$ cat config.mk
export PLATFORM = sky130hd
export DESIGN_NAME = zoled_digit_refresher
export DESIGN_NICKNAME = d
export VERILOG_FILES = /design/src/rtl/zoled_digit_refresher.sv
export SDC_FILE = /design/constraint.sdc
export NUM_CORES = 1
export LEC_CHECK = 0
export ABC_AREA = 1
export CAP_MARGIN = 10
export CORE_MARGIN = 10
export CORE_UTILIZATION = 45
export CTS_BUF_LIST = sky130_fd_sc_hd__clkbuf_4
export DETAILED_ROUTE_END_ITERATION = 10
export GPL_TIMING_DRIVEN = 1
export PLACE_DENSITY = 0.67
export SLEW_MARGIN = 20
export SYNTH_ARGS = -nofsm -noshare
export SYNTH_HDL_FRONTEND = slang
export SYNTH_SLANG_ARGS = --single-unit
export TNS_END_PERCENT = 50
$ cat constraint.sdc
create_clock -name clk -period 3.9 [get_ports clk]
set_input_delay 0.78 -clock clk [delete_from_list [all_inputs] [get_ports clk]]
set_output_delay 0.78 -clock clk [all_outputs]
set_load 0.005 [all_outputs]
$ cat src/rtl/zoled_digit_refresher.sv
// OLED digit refresher: init, clear, title row, then coherent BCD digit passes.
// Only glyphs that differ from the on-screen shadow are rewritten.
module zoled_digit_refresher #(
    parameter int         NUM_DIGITS  = 8,
    parameter int         TITLE_LEN   = 6,
    parameter int         GLYPH_W     = 5,
    parameter int         TITLE_BASE  = 0,
    parameter int         DIGIT_BASE  = 6,
    parameter int         BLANK_GLYPH = 16,
    parameter int         TITLE_X0    = 16,
    parameter int         TITLE_ROW   = 0,
    parameter int         DIGIT_X0    = 0,
    parameter int         DIGIT_ROW   = 2,
    parameter bit         LZ_BLANK    = 1'b1,
    parameter logic [3:0] CMD_INIT    = 4'd0,
    parameter logic [3:0] CMD_CLS     = 4'd1,
    parameter logic [3:0] CMD_WR      = 4'd2
) (
    input  logic                    clk,
    input  logic                    rst,
    input  logic                    en,
    input  logic [4*NUM_DIGITS-1:0] digits,
    input  logic                    force_full,
    input  logic                    reinit,
    output logic                    oled_en,
    output logic [3:0]              cmd,
    output logic [GLYPH_W-1:0]      char_addr,
    output logic [7:0]              x,
    output logic [2:0]              y,
    input  logic                    oled_done,
    output logic                    busy,
    output logic                    frame_done
);

    typedef enum logic [2:0] {
        S_INIT, S_CLS, S_TITLE, S_SNAP, S_DIGIT, S_IDLE
    } state_t;

    state_t               state, state_n;
    logic [2:0]           idx, idx_n;
    logic                 full, full_n;
    logic                 force_pend, force_pend_n;
    logic                 reinit_pend, reinit_pend_n;
    logic [GLYPH_W-1:0]   g [NUM_DIGITS];
    logic [GLYPH_W-1:0]   g_n [NUM_DIGITS];
    logic [GLYPH_W-1:0]   g_calc [NUM_DIGITS];
    logic [GLYPH_W-1:0]   sh [NUM_DIGITS];
    logic [GLYPH_W-1:0]   sh_n [NUM_DIGITS];
    logic [NUM_DIGITS-1:0] sh_v, sh_v_n;
    logic [NUM_DIGITS:0]  allz;
    logic                 oled_en_n, busy_n, frame_done_n;
    logic [3:0]           cmd_n;
    logic [GLYPH_W-1:0]   char_addr_n;
    logic [7:0]           x_n;
    logic [2:0]           y_n;
    logic                 wr, adv;

    // allz[k]: nibbles k..NUM_DIGITS-1 are all zero
    always_comb begin
        allz = '0;
        allz[NUM_DIGITS] = 1'b1;
        for (int k = NUM_DIGITS - 1; k >= 0; k--)
            allz[k] = allz[k+1] && (digits[4*k +: 4] == 4'd0);
        for (int k = 0; k < NUM_DIGITS; k++) begin
            if (digits[4*k +: 4] > 4'd9)
                g_calc[k] = GLYPH_W'(BLANK_GLYPH);
            else if (LZ_BLANK && k > 0 && allz[k])
                g_calc[k] = GLYPH_W'(BLANK_GLYPH);
            else
                g_calc[k] = GLYPH_W'(DIGIT_BASE) + GLYPH_W'(digits[4*k +: 4]);
        end
    end

    assign wr = full || !sh_v[idx] || (sh[idx] != g[idx]);

    always_comb begin
        state_n       = state;
        idx_n         = idx;
        full_n        = full;
        force_pend_n  = force_pend | force_full;
        reinit_pend_n = reinit_pend | reinit;
        g_n           = g;
        sh_n          = sh;
        sh_v_n        = sh_v;
        oled_en_n     = oled_en;
        cmd_n         = cmd;
        char_addr_n   = char_addr;
        x_n           = x;
        y_n           = y;
        frame_done_n  = 1'b0;
        adv           = 1'b0;

        unique case (state)
            S_INIT: begin
                if (!oled_en) begin
                    oled_en_n   = 1'b1;
                    cmd_n       = CMD_INIT;
                    char_addr_n = '0;
                    x_n         = '0;
                    y_n         = '0;
                end else if (oled_done) begin
                    oled_en_n = 1'b0;
                    state_n   = S_CLS;
                end
            end
            S_CLS: begin
                if (!oled_en) begin
                    oled_en_n   = 1'b1;
                    cmd_n       = CMD_CLS;
                    char_addr_n = '0;
                    x_n         = '0;
                    y_n         = '0;
                end else if (oled_done) begin
                    oled_en_n = 1'b0;
                    sh_v_n    = '0;
                    idx_n     = '0;
                    state_n   = (TITLE_LEN == 0) ? S_SNAP : S_TITLE;
                end
            end
            S_TITLE: begin
                if (!oled_en) begin
                    oled_en_n   = 1'b1;
                    cmd_n       = CMD_WR;
                    char_addr_n = GLYPH_W'(TITLE_BASE) + GLYPH_W'(idx);
                    x_n         = 8'(TITLE_X0) + 8'({idx, 4'b0000});
                    y_n         = 3'(TITLE_ROW);
                end else if (oled_done) begin
                    oled_en_n = 1'b0;
                    if (idx == 3'(TITLE_LEN - 1))
                        state_n = S_SNAP;
                    else
                        idx_n = idx + 3'd1;
                end
            end
            S_SNAP: begin
                g_n          = g_calc;
                full_n       = force_pend | force_full;
                force_pend_n = 1'b0;
                idx_n        = 3'(NUM_DIGITS - 1);
                state_n      = S_DIGIT;
            end
            S_DIGIT: begin
                if (!oled_en) begin
                    if (wr) begin
                        oled_en_n   = 1'b1;
                        cmd_n       = CMD_WR;
                        char_addr_n = g[idx];
                        x_n = 8'(DIGIT_X0)
                            + 8'({3'(NUM_DIGITS - 1) - idx, 4'b0000});
                        y_n = 3'(DIGIT_ROW);
                    end else begin
                        adv = 1'b1;
                    end
                end else if (oled_done) begin
                    oled_en_n   = 1'b0;
                    sh_n[idx]   = g[idx];
                    sh_v_n[idx] = 1'b1;
                    adv         = 1'b1;
                end
            end
            S_IDLE: begin
                if (en)
                    state_n = S_SNAP;
            end
            default: state_n = S_INIT;
        endcase

        if (adv) begin
            if (idx == 3'd0) begin
                frame_done_n = 1'b1;
                state_n      = S_IDLE;
            end else begin
                idx_n = idx - 3'd1;
            end
        end

        // Restart only between commands, never while oled_en is held
        if (reinit_pend_n && (!oled_en || oled_done)) begin
            state_n       = S_INIT;
            oled_en_n     = 1'b0;
            frame_done_n  = 1'b0;
            force_pend_n  = 1'b0;
            reinit_pend_n = 1'b0;
        end

        busy_n = (state_n != S_IDLE);
    end

    always_ff @(posedge clk) begin
        if (rst) begin
            state       <= S_INIT;
            idx         <= '0;
            full        <= 1'b0;
            force_pend  <= 1'b0;
            reinit_pend <= 1'b0;
            sh_v        <= '0;
            for (int k = 0; k < NUM_DIGITS; k++) begin
                g[k]  <= '0;
                sh[k] <= '0;
            end
            oled_en     <= 1'b0;
            cmd         <= '0;
            char_addr   <= '0;
            x           <= '0;
            y           <= '0;
            busy        <= 1'b0;
            frame_done  <= 1'b0;
        end else begin
            state       <= state_n;
            idx         <= idx_n;
            full        <= full_n;
            force_pend  <= force_pend_n;
            reinit_pend <= reinit_pend_n;
            sh_v        <= sh_v_n;
            g           <= g_n;
            sh          <= sh_n;
            oled_en     <= oled_en_n;
            cmd         <= cmd_n;
            char_addr   <= char_addr_n;
            x           <= x_n;
            y           <= y_n;
            busy        <= busy_n;
            frame_done  <= frame_done_n;
        end
    end

endmodule

==> results of run 1 <==
==> power by group <==
group	leakage [nW]	switching, mW	internal [mW]	total, mW
registers	0.903	0.00292	1.15	1.15
clock network	0.0789	0.387	0.211	0.598
logic	1.94	0.0715	0.0610	0.133
total	2.92	0.462	1.42	1.88
==> sequential cells by signal, summed over array words and instances, names as in the netlist <==
| name | count |
|---|---|
| busy | 1 |
| char_addr | 5 |
| cmd | 2 |
| force_pend | 1 |
| frame_done | 1 |
| full | 1 |
| g | 40 |
| idx | 3 |
| oled_en | 1 |
| reinit_pend | 1 |
| sh | 40 |
| sh_v | 8 |
| state | 3 |
| x | 4 |
| y | 1 |
==> path summary, 6_finish.rpt <==
path,startpoint,endpoint,slack [ns]
worst max-delay path,idx[1]$_SDFF_PP0_,idx[0]$_SDFF_PP0_,1.15
worst min-delay path,sh_v[3]$_SDFFE_PP0P_,sh_v[3]$_SDFFE_PP0P_,0.47
worst max register to register,idx[1]$_SDFF_PP0_,idx[0]$_SDFF_PP0_,1.15
worst min register to register,sh_v[3]$_SDFFE_PP0P_,sh_v[3]$_SDFFE_PP0P_,0.47
==> synthesized netlist by cell type, types with 6 or more instances <==
library cell / number
a211oi_1: 19
a21oi_1: 76
a21oi_2: 10
buf_2: 6
buf_4: 10
buf_6: 6
clkbuf_1: 18
clkinv_1: 7
dfxtp_1: 112
ha_1: 12
inv_1: 143
nand2_1: 226
nand2_2: 14
nand3_1: 52
nand4_1: 11
nor2_1: 57
nor2_4: 8
nor3_1: 7
o21ai_0: 60
o22ai_1: 6
xnor2_1: 7
==> final cells by class <==
cell class	count	area (um^2)	share of cell area, %
inverter	154	578	8.54
timing repair buffer	59	568	8.39
clock buffer	11	82.6	1.22
multi-input combinational	600	3020	44.6
clock inverter	5	56.3	0.832
antenna	1	2.50	0.0370
tap	176	220	3.25
sequential	112	2240	33.2
==> per-layer routing <==
metal  routed length [um]  GRT usage [%]  vias up
met4                  243           5.62        0
met1                 7460           22.9     2575
met3                  898           3.84       19
met2                 7160           28.0      154
li1                     -              -     2920
met5                    0              0        -
==> metrics by stage <==
stage / total power, mW / hold WS (ns) / setup WS (ns)
2_1_floorplan: 1.25 / 0.431 / 1.75
3_3_place_gp: 1.31 / 0.447 / 0.971
3_5_place_dp: 1.31 / 0.451 / 0.867
4_1_cts: 1.90 / 0.473 / 1.16
5_1_grt: 1.96 / 0.493 / 0.879
6_report: 1.88 / 0.474 / 1.15
==> logic make-up (layout without fill, tap and decap cells) <==
logic type	after synthesis	after routing	share of synthesized area [%]
buffers and inverters	196	229	13.9
XOR/XNOR	10	10	1.44
AND/OR/NAND/NOR	391	391	28.6
AO/OA/AOI/OAI	179	179	16.7
adder cells (fa/ha/maj)	12	12	2.47
flip-flops	112	112	36.9
other	1	9	0.0618
==> tightest hold or removal path: stages, from the launching register on <==
cell	delay, ns
dfxtp_1	0.33
inv_1	0.06
a21oi_1	0.06
==> flow_metrics.py, run 1 <==
metrics = {
    "status": {
        "status": "finished, final reports clean",
    },
    "cts": {
        "cts-buffers-inserted": 9,
        "hold_buffers": 0,
        "cts_htree_levels": 3,
        "clock_sinks": 112,
        "cts_root_buf": "clkbuf_4",
        "cts_tree": "built",
        "cts_resized": 0,
        "cts_buffer_depth": 2,
        "clock_latency_ns": 0.49,
        "cts_setup_buffers": 0,
        "clkTransAtPathRegs_ns": 0.17,
    },
    "grt": {
        "grt_overflow_total": 0,
        "grt_pass1_vias": 5375,
        "grt_max_degree": 56,
        "grt_pass1_wl_um": 26200,
        "track_usage_pct": 17.5,
        "antenna_found_initial": 1,
    },
    "timing": {
        "tns_ns": 0,
        "slew_violations": 0,
        "max_freq_ghz": 0.363,
        "rsz0062_at_grt": "false",
        "fin_crit_sh_pct": 70.5,
        "tightest_slew_ns": 0.695,
        "clock_skew_ns": 0.0125,
        "min_period_ns": 2.75,
        "hold_viol": 0,
        "setup_viol_count_final": 0,
        "slew_headroom_pct": 53.2,
    },
    "critical_path": {
        "rr_worst_depth": 16,
        "start_kind": "register",
        "arrival_ns": 3.19,
        "crit_fanout": 12,
        "crit_type": "register to register",
        "path_buf_inv": 2,
        "worst_path_largest_cell_delay_ns": 0.67,
        "worst_path_max_delay_cell": "dfxtp_1",
        "worstPathRequired_ns": 4.34,
        "crit_cells": 16,
        "end_kind": "register",
        "crit_top_cell": "nand2_1",
        "cp_cell_sequence": "inv_1, nor2_4, nand3_1, nand2_1, inv_2, nand2_1, nand2_1, nand2_1, nand2_1, nor2_4, nand3_1, nand2_1, nand2_2, nand2_1, nand2_1, nor2_1",
        "path_delay_family": "simple AND/OR/NAND/NOR gates",
    },
    "route": {
        "via_count": 5668,
        "routed_wl_um": 15800,
        "drt_iter0_drc": 468,
        "wire_per_inst_um": 14.1,
        "drt_pass1_iterations": 6,
        "vias_per_cell": 5.07,
        "ant_nets": 0,
        "drc": 0,
    },
    "cells_and_area": {
        "final_nets": 986,
        "final_cell_area_um2": 6770,
        "layout-drive-gt1-share_pct": 7.44,
        "fill_cells": 1395,
        "mostFrequentLayoutCell": "nand2_1",
        "syn_to_final_growth_pct": 11.5,
        "finalNonFillerCells": 1118,
        "final_cell_mix": "226 x nand2_1, 143 x inv_1, 111 x dfxtp_1, 76 x a21oi_1, 60 x o21ai_0",
        "post-route-util_pct": 51.1,
    },
    "synth": {
        "synthTopCellsByArea": "dfxtp_1 37%, nand2_1 14%, inv_1 8.8%, a21oi_1 6.3%, o21ai_0 4.9%",
        "synth_edf_count": 0,
        "yosys_warnings": 0,
        "netlist.area_leader.share_pct": 36.9,
        "synth_cell_type_count": 37,
        "yosysTopAreaCell": "dfxtp_1",
        "ys_seq_area_share_pct": 36.9,
        "syn_avg_cell_area_um2": 6.74,
        "async_flop_share_pct": 0,
        "yosys_register_bits": 112,
        "synth_ff_type": "dfxtp_1",
        "synthesis.area_um2": 6070,
        "synthCells": 901,
    },
    "run": {
        "drv_cap": 0,
    },
    "floorplan": {
        "io_pins": 61,
        "core_area_um2": 13200,
        "start_util_pct": 45.8,
        "die_area_um2": 18500,
        "fp.dieW_um": 136,
        "fp-row-count": 42,
        "die_y_um": 136,
    },
    "min_path": {
        "min_path_cells": 2,
        "min_path_type": "register to register",
    },
    "pwr": {
        "power.leakage_nw": 2.92,
        "powerDensity_nw_per_um2": 278,
        "peakVddDrop_v": 0.000177,
    },
    "placement": {
        "place_inst": 1101,
        "dp_hpwl_um": 11100,
        "gp_congestion": 0.875,
        "port_buffers": 52,
        "placed_area_um2": 6630,
    },
}
Power figures use the tool's default switching activity.
==> run 2: changes to the inputs <==
--- a/config.mk
+++ b/config.mk
@@ -12,7 +12,7 @@
 export CTS_BUF_LIST = sky130_fd_sc_hd__clkbuf_4
 export DETAILED_ROUTE_END_ITERATION = 10
 export GPL_TIMING_DRIVEN = 1
-export PLACE_DENSITY = 0.67
+export PLACE_DENSITY = 0.7
 export SLEW_MARGIN = 20
 export SYNTH_ARGS = -nofsm -noshare
 export SYNTH_HDL_FRONTEND = slang
==> constraint.sdc (replaced) <==
create_clock -name clk -period 2.42 [get_ports clk]
set_input_delay 0.484 -clock clk [delete_from_list [all_inputs] [get_ports clk]]
set_output_delay 0.484 -clock clk [all_outputs]
set_load 0.005 [all_outputs]
==> run 2 against run 1 <==
  * Worst hold slack is essentially flat
  * Power grew 66%
  * Via count rose by 0.78%
  * Critical endpoint is now idx[2]$_SDFF_PP0_
  * Largest cell class unchanged
  * Largest power group unchanged
==> flow_metrics.py, run 2 (synthesis results as in run 1) <==
metrics = {
    "status": {
        "status": "finished, final reports clean",
    },
    "critical_path": {
        "start_kind": "register",
        "rr_worst_depth": 10,
        "end_kind": "register",
        "worstPathRequired_ns": 2.86,
        "crit_fanout": 8,
        "path_delay_family": "simple AND/OR/NAND/NOR gates",
        "crit_type": "register to register",
        "path_buf_inv": 2,
        "crit_cells": 10,
        "worst_path_max_delay_cell": "dfxtp_1",
        "worst_path_largest_cell_delay_ns": 0.46,
        "arrival_ns": 2.62,
        "cp_cell_sequence": "inv_1, nor2_1, clkinv_1, nor2_1, nand3_1, nand2_1, nand2_2, nand2_1, nand2_1, nor2_1",
    },
    "floorplan": {
        "start_util_pct": 45.8,
        "die_area_um2": 18500,
        "core_area_um2": 13200,
        "die_y_um": 136,
        "io_pins": 61,
        "fp.dieW_um": 136,
        "fp-row-count": 42,
    },
    "placement": {
        "dp_hpwl_um": 11700,
        "place_inst": 1125,
        "gp_congestion": 0.870,
        "placed_area_um2": 6860,
        "port_buffers": 52,
    },
    "timing": {
        "setup_viol_count_final": 0,
        "clock_skew_ns": 0.0260,
        "max_freq_ghz": 0.460,
        "tns_ns": 0,
        "hold_viol": 0,
        "fin_hold_ws_ns": 0.474,
        "rsz0062_at_grt": "false",
        "slew_headroom_pct": 64.7,
        "min_period_ns": 2.17,
        "fin_crit_sh_pct": 89.7,
        "slew_violations": 0,
        "tightest_slew_ns": 0.529,
    },
    "grt": {
        "grt_overflow_total": 0,
        "grt_pass1_vias": 5199,
        "track_usage_pct": 17.2,
        "grt_pass1_wl_um": 25800,
        "grt_max_degree": 44,
        "antenna_found_initial": 0,
    },
    "pwr": {
        "power.leakage_nw": 3.08,
        "peakVddDrop_v": 0.000304,
        "powerDensity_nw_per_um2": 440,
    },
    "min_path": {
        "min_path_cells": 2,
        "min_path_type": "register to register",
    },
    "cells_and_area": {
        "layout-drive-gt1-share_pct": 10.4,
        "final_cell_area_um2": 7090,
        "mostFrequentLayoutCell": "nand2_1",
        "final_cell_mix": "225 x nand2_1, 143 x inv_1, 109 x dfxtp_1, 76 x a21oi_1, 60 x o21ai_0",
        "top_regs": "g (40), sh (40), sh_v (8)",
        "final_nets": 1014,
        "finalNonFillerCells": 1145,
        "syn_to_final_growth_pct": 16.8,
        "diodes": 0,
    },
    "cts": {
        "cts_root_buf": "clkbuf_4",
        "cts_buffer_depth": 2,
        "clock_latency_ns": 0.50,
        "cts-buffers-inserted": 9,
        "clock_sinks": 112,
        "cts_tree": "built",
        "clkTransAtPathRegs_ns": 0.17,
        "cts_htree_levels": 3,
    },
    "route": {
        "drt_pass1_iterations": 5,
        "ant_nets": 0,
        "routed_wl_um": 15900,
        "via_count": 5712,
        "drc": 0,
        "drt_iter0_drc": 467,
        "vias_per_cell": 4.99,
        "wire_per_inst_um": 13.9,
    },
    "run": {
        "drv_cap": 0,
    },
}
-- run 2: changes by cell type in the layout (fill, tap and decap cells not counted), moves of 3 or more --
| cell | previous run | this run |
|---|---|---|
| dfxtp_4 | 0 | 3 |
| buf_12 | 0 | 5 |
| buf_4 | 7 | 28 |
| clkinvlp_4 | 0 | 3 |
-- run 2: layout make-up --
class	count	area, um^2
Multi-Input combinational cell	600	3020
Inverter	154	581
Fill cell	1344	6150
Sequential cell	112	2250
Timing Repair Buffer	87	848
Clock buffer	9	67.6
Clock inverter	7	95.1
Tap cell	176	220
-- run 2: worst paths after layout --
path,start,to,slack [ns]
worst max register to register,state[2]$_SDFF_PP0_,idx[2]$_SDFF_PP0_,0.25
worst min register to register,char_addr[1]$_SDFFE_PP0P_,char_addr[1]$_SDFFE_PP0P_,0.47
worst min-delay path,char_addr[1]$_SDFFE_PP0P_,char_addr[1]$_SDFFE_PP0P_,0.47
worst max-delay path,state[2]$_SDFF_PP0_,idx[2]$_SDFF_PP0_,0.25
-- run 2: power breakdown --
group / internal (mW) / switching, mW
Combinational: 0.102 / 0.116
Clock: 0.418 / 0.626
Sequential: 1.85 / 0.00517
-- run 2: repair_timing --
item	CTS	global route
hold endpoints to repair	0	0
hold buffers	0	0
setup endpoints to repair	0	18
gates resized for setup	0	10
buffers inserted	0	4
-- run 2: worst reg2reg max path, stage by stage, from the launching register on --
cell,delay (ns)
dfxtp_1,0.46
inv_1,0.12
nor2_1,0.29
clkinv_1,0.29
nor2_1,0.32
nand3_1,0.19
nand2_1,0.13
nand2_2,0.11
nand2_1,0.09
nand2_1,0.05
nor2_1,0.08
-- run 2: per-layer routing --
metal / GRT usage (%) / part of all wire [%]
met5: 0 / 0
met4: 5.21 / 1.9
met3: 3.36 / 5.3
met2: 28.3 / 46
met1: 22.3 / 46
-- run 2: per-stage QoR --
stage	power (mW)	setup slack, ns	utilization, %
final	3.12	0.248	53.5
after global routing	3.25	0.0106	53.5
after CTS	3.16	0.0634	53.0
after detailed placement	2.11	0.0143	51.8
after global placement	2.11	0.0768	51.8
after floorplan	2.02	0.464	-
==> run 3: changes to the inputs <==
--- a/config.mk
+++ b/config.mk
@@ -6,13 +6,14 @@
 export NUM_CORES = 1
 export LEC_CHECK = 0
 export ABC_AREA = 1
+export ABC_CLOCK_PERIOD_IN_PS = 2000
 export CAP_MARGIN = 10
 export CORE_MARGIN = 10
 export CORE_UTILIZATION = 45
 export CTS_BUF_LIST = sky130_fd_sc_hd__clkbuf_4
 export DETAILED_ROUTE_END_ITERATION = 10
 export GPL_TIMING_DRIVEN = 1
-export PLACE_DENSITY = 0.7
+export PLACE_DENSITY = 0.67
 export SLEW_MARGIN = 20
 export SYNTH_ARGS = -nofsm -noshare
 export SYNTH_HDL_FRONTEND = slang
==> constraint.sdc (replaced) <==
create_clock -name clk -period 2 [get_ports clk]
set_input_delay 0.4 -clock clk [delete_from_list [all_inputs] [get_ports clk]]
set_output_delay 0.4 -clock clk [all_outputs]
set_load 0.005 [all_outputs]
==> run 3 against run 2 <==
  * Largest cell class unchanged
  * The flow now finishes with violations (negative setup slack)
  * Routed wire length grew 7.9%
  * Setup slack lost 0.38 ns
  * Combinational power grew 37%
  * Via count grew 5.7%
==> flow_metrics.py, run 3 (synthesis results as in run 1) <==
metrics = {
    "critical_path": {
        "start_kind": "register",
        "arrival_ns": 2.58,
        "crit_fanout": 7,
        "end_kind": "register",
        "worstPathRequired_ns": 2.45,
        "worst_path_largest_cell_delay_ns": 0.41,
        "cp_cell_sequence": "buf_6, nor2_4, buf_12, nand3_4, nand2_4, inv_2, nand2_1, nand2_1, nand2_1, nand2_1, nor2_2, buf_4, nand3_4, nand2_4, nand2_4, nand2_2, nand2_1, nor2_1",
        "worst_path_max_delay_cell": "dfxtp_4",
        "crit_type": "register to register",
        "crit_top_cell": "nand2_1",
    },
    "timing": {
        "hold_viol": 0,
        "fin_ws_ns": -0.131,
        "fin_hold_ws_ns": 0.213,
        "rsz0062_at_grt": "true",
        "max_freq_ghz": 0.469,
        "clock_skew_ns": 0.0251,
        "slew_violations": 0,
        "setup_viol_count_final": 18,
        "min_period_ns": 2.13,
        "fin_crit_sh_pct": 107,
    },
    "cells_and_area": {
        "ff_latch_area_um2": 2250,
        "syn_to_final_growth_pct": 32.1,
        "layout-drive-gt1-share_pct": 22.1,
        "final_cell_mix": "195 x nand2_1, 139 x inv_1, 109 x dfxtp_1, 77 x buf_4, 74 x a21oi_1",
        "mostFrequentLayoutCell": "nand2_1",
        "fill_cells": 1245,
        "final_nets": 1083,
        "diodes": 0,
        "multi_input_area_um2": 3280,
        "final_cell_area_um2": 8020,
        "top_regs": "g (40), sh (40), sh_v (8)",
        "post-route-util_pct": 60.6,
    },
    "route": {
        "ant_nets": 0,
        "drt_pass1_iterations": 5,
        "dr.max_layer_used": "met4",
        "wire_per_inst_um": 14.1,
        "via_count": 6036,
        "drt_iter0_drc": 380,
        "route.met3.wl_um": 889,
        "vias_per_cell": 4.98,
        "dr_wl_met2_um": 7920,
        "wl_met1_um": 7960,
        "routed_wl_um": 17100,
        "drc": 0,
    },
    "floorplan": {
        "fp.dieW_um": 136,
        "die_y_um": 136,
        "io_pins": 61,
        "fp-row-count": 42,
        "die_area_um2": 18500,
        "core_area_um2": 13200,
        "start_util_pct": 45.8,
    },
    "cts": {
        "clock_sinks": 112,
        "cts-buffers-inserted": 9,
        "cts_buffer_depth": 2,
        "cts_tree": "built",
        "cts_root_buf": "clkbuf_4",
        "cts_htree_levels": 3,
        "clock_latency_ns": 0.50,
        "clkTransAtPathRegs_ns": 0.17,
    },
    "pwr": {
        "power_mw": 3.79,
        "p_seq_share_pct": 59.2,
        "peakVddDrop_v": 0.000297,
        "powerDensity_nw_per_um2": 472,
        "p_sw_share_pct": 23.6,
        "power.switching_uw": 894,
        "pwr-share-comb_pct": 7.9,
        "p_int_mw": 2.89,
        "pwr-share-clk_pct": 32.9,
        "power.leakage_nw": 3.52,
    },
    "placement": {
        "gp_congestion": 0.884,
        "placed_area_um2": 7240,
        "dp_hpwl_um": 12200,
        "pre_cts_ws_ns": -0.315,
        "port_buffers": 52,
    },
    "grt": {
        "grt_pass1_wl_um": 27500,
        "grt_pass1_vias": 5640,
        "track_usage_pct": 18.3,
        "grt_overflow_total": 0,
        "grt_max_degree": 54,
        "antenna_found_initial": 0,
    },
    "min_path": {
        "min_path_type": "input pin to register",
    },
    "run": {
        "drv_cap": 0,
    },
    "status": {
        "status": "complete, but fails checks",
        "failed_checks": "negative setup slack",
    },
}
==> run 3: cell types whose count changed in the layout (fill, tap and decap cells not counted), sizes merged <==
cell	change
nand3	+1
clkbuf	+3
clkinvlp	-3
bufbuf	+1
buf	+65
clkinv	+1
==> run 3: cell type report <==
cell class | instances | area share [%]
flip-flops and latches | 112 | 28.1
inverters | 154 | 7.33
multi-input cells | 601 | 41.0
well taps | 176 | 2.75
clock inverters | 5 | 0.905
repair buffers | 155 | 19.0
clock buffers | 10 | 0.936
==> run 3: worst max-delay path: cells and delay by family (launching register included) <==
kind	cells	cell delay [ns]
simple gates	14	1.19
buf+inv	4	0.45
flops	1	0.41
==> run 3: timing repair <==
action,CTS,global route
endpoints found under the setup margin,18,59
setup buffers,9,10
hold buffers,0,0
resized for setup,53,59
pin swaps,30,31
cloned,3,2
==> run 3: metrics by stage <==
stage / TNS (ns) / std cells
after floorplan: 0 / 908
after global placement: -4.73 / 1175
after detailed placement: -6.19 / 1175
after CTS: -0.305 / 1202
after global routing: -4.04 / 1213
final: -1.49 / 1213
==> run 3: power groups by stage <==
stage                     logic (mW)  clock network (mW)  registers, mW
after floorplan                0.146                   0           2.29
after global placement         0.291                   0           2.29
after detailed placement       0.292                   0           2.29
after global routing           0.332                1.34           2.24
final                          0.299                1.25           2.24
after CTS                      0.297                1.26           2.24
==> run 3: routing by layer <==
layer  vias to the layer above  global-route usage [%]
met5                         -                       0
met3                        33                    3.65
met4                         0                    5.92
met1                      2744                    24.0
li1                       3123                       -
met2                       136                    29.5
==> run 3: worst paths after layout <==
path                            slack [ns]  depth (start not counted)                  end               from
worst max-delay path                 -0.13                         18    idx[2]$_SDFF_PP0_  idx[2]$_SDFF_PP0_
worst min-delay path                  0.21                          2  state[1]$_SDFF_PP0_                rst
worst max register to register       -0.13                         18    idx[2]$_SDFF_PP0_  idx[2]$_SDFF_PP0_
worst min register to register        0.47                          2    g[6]$_SDFFE_PP0P_  g[6]$_SDFFE_PP0P_
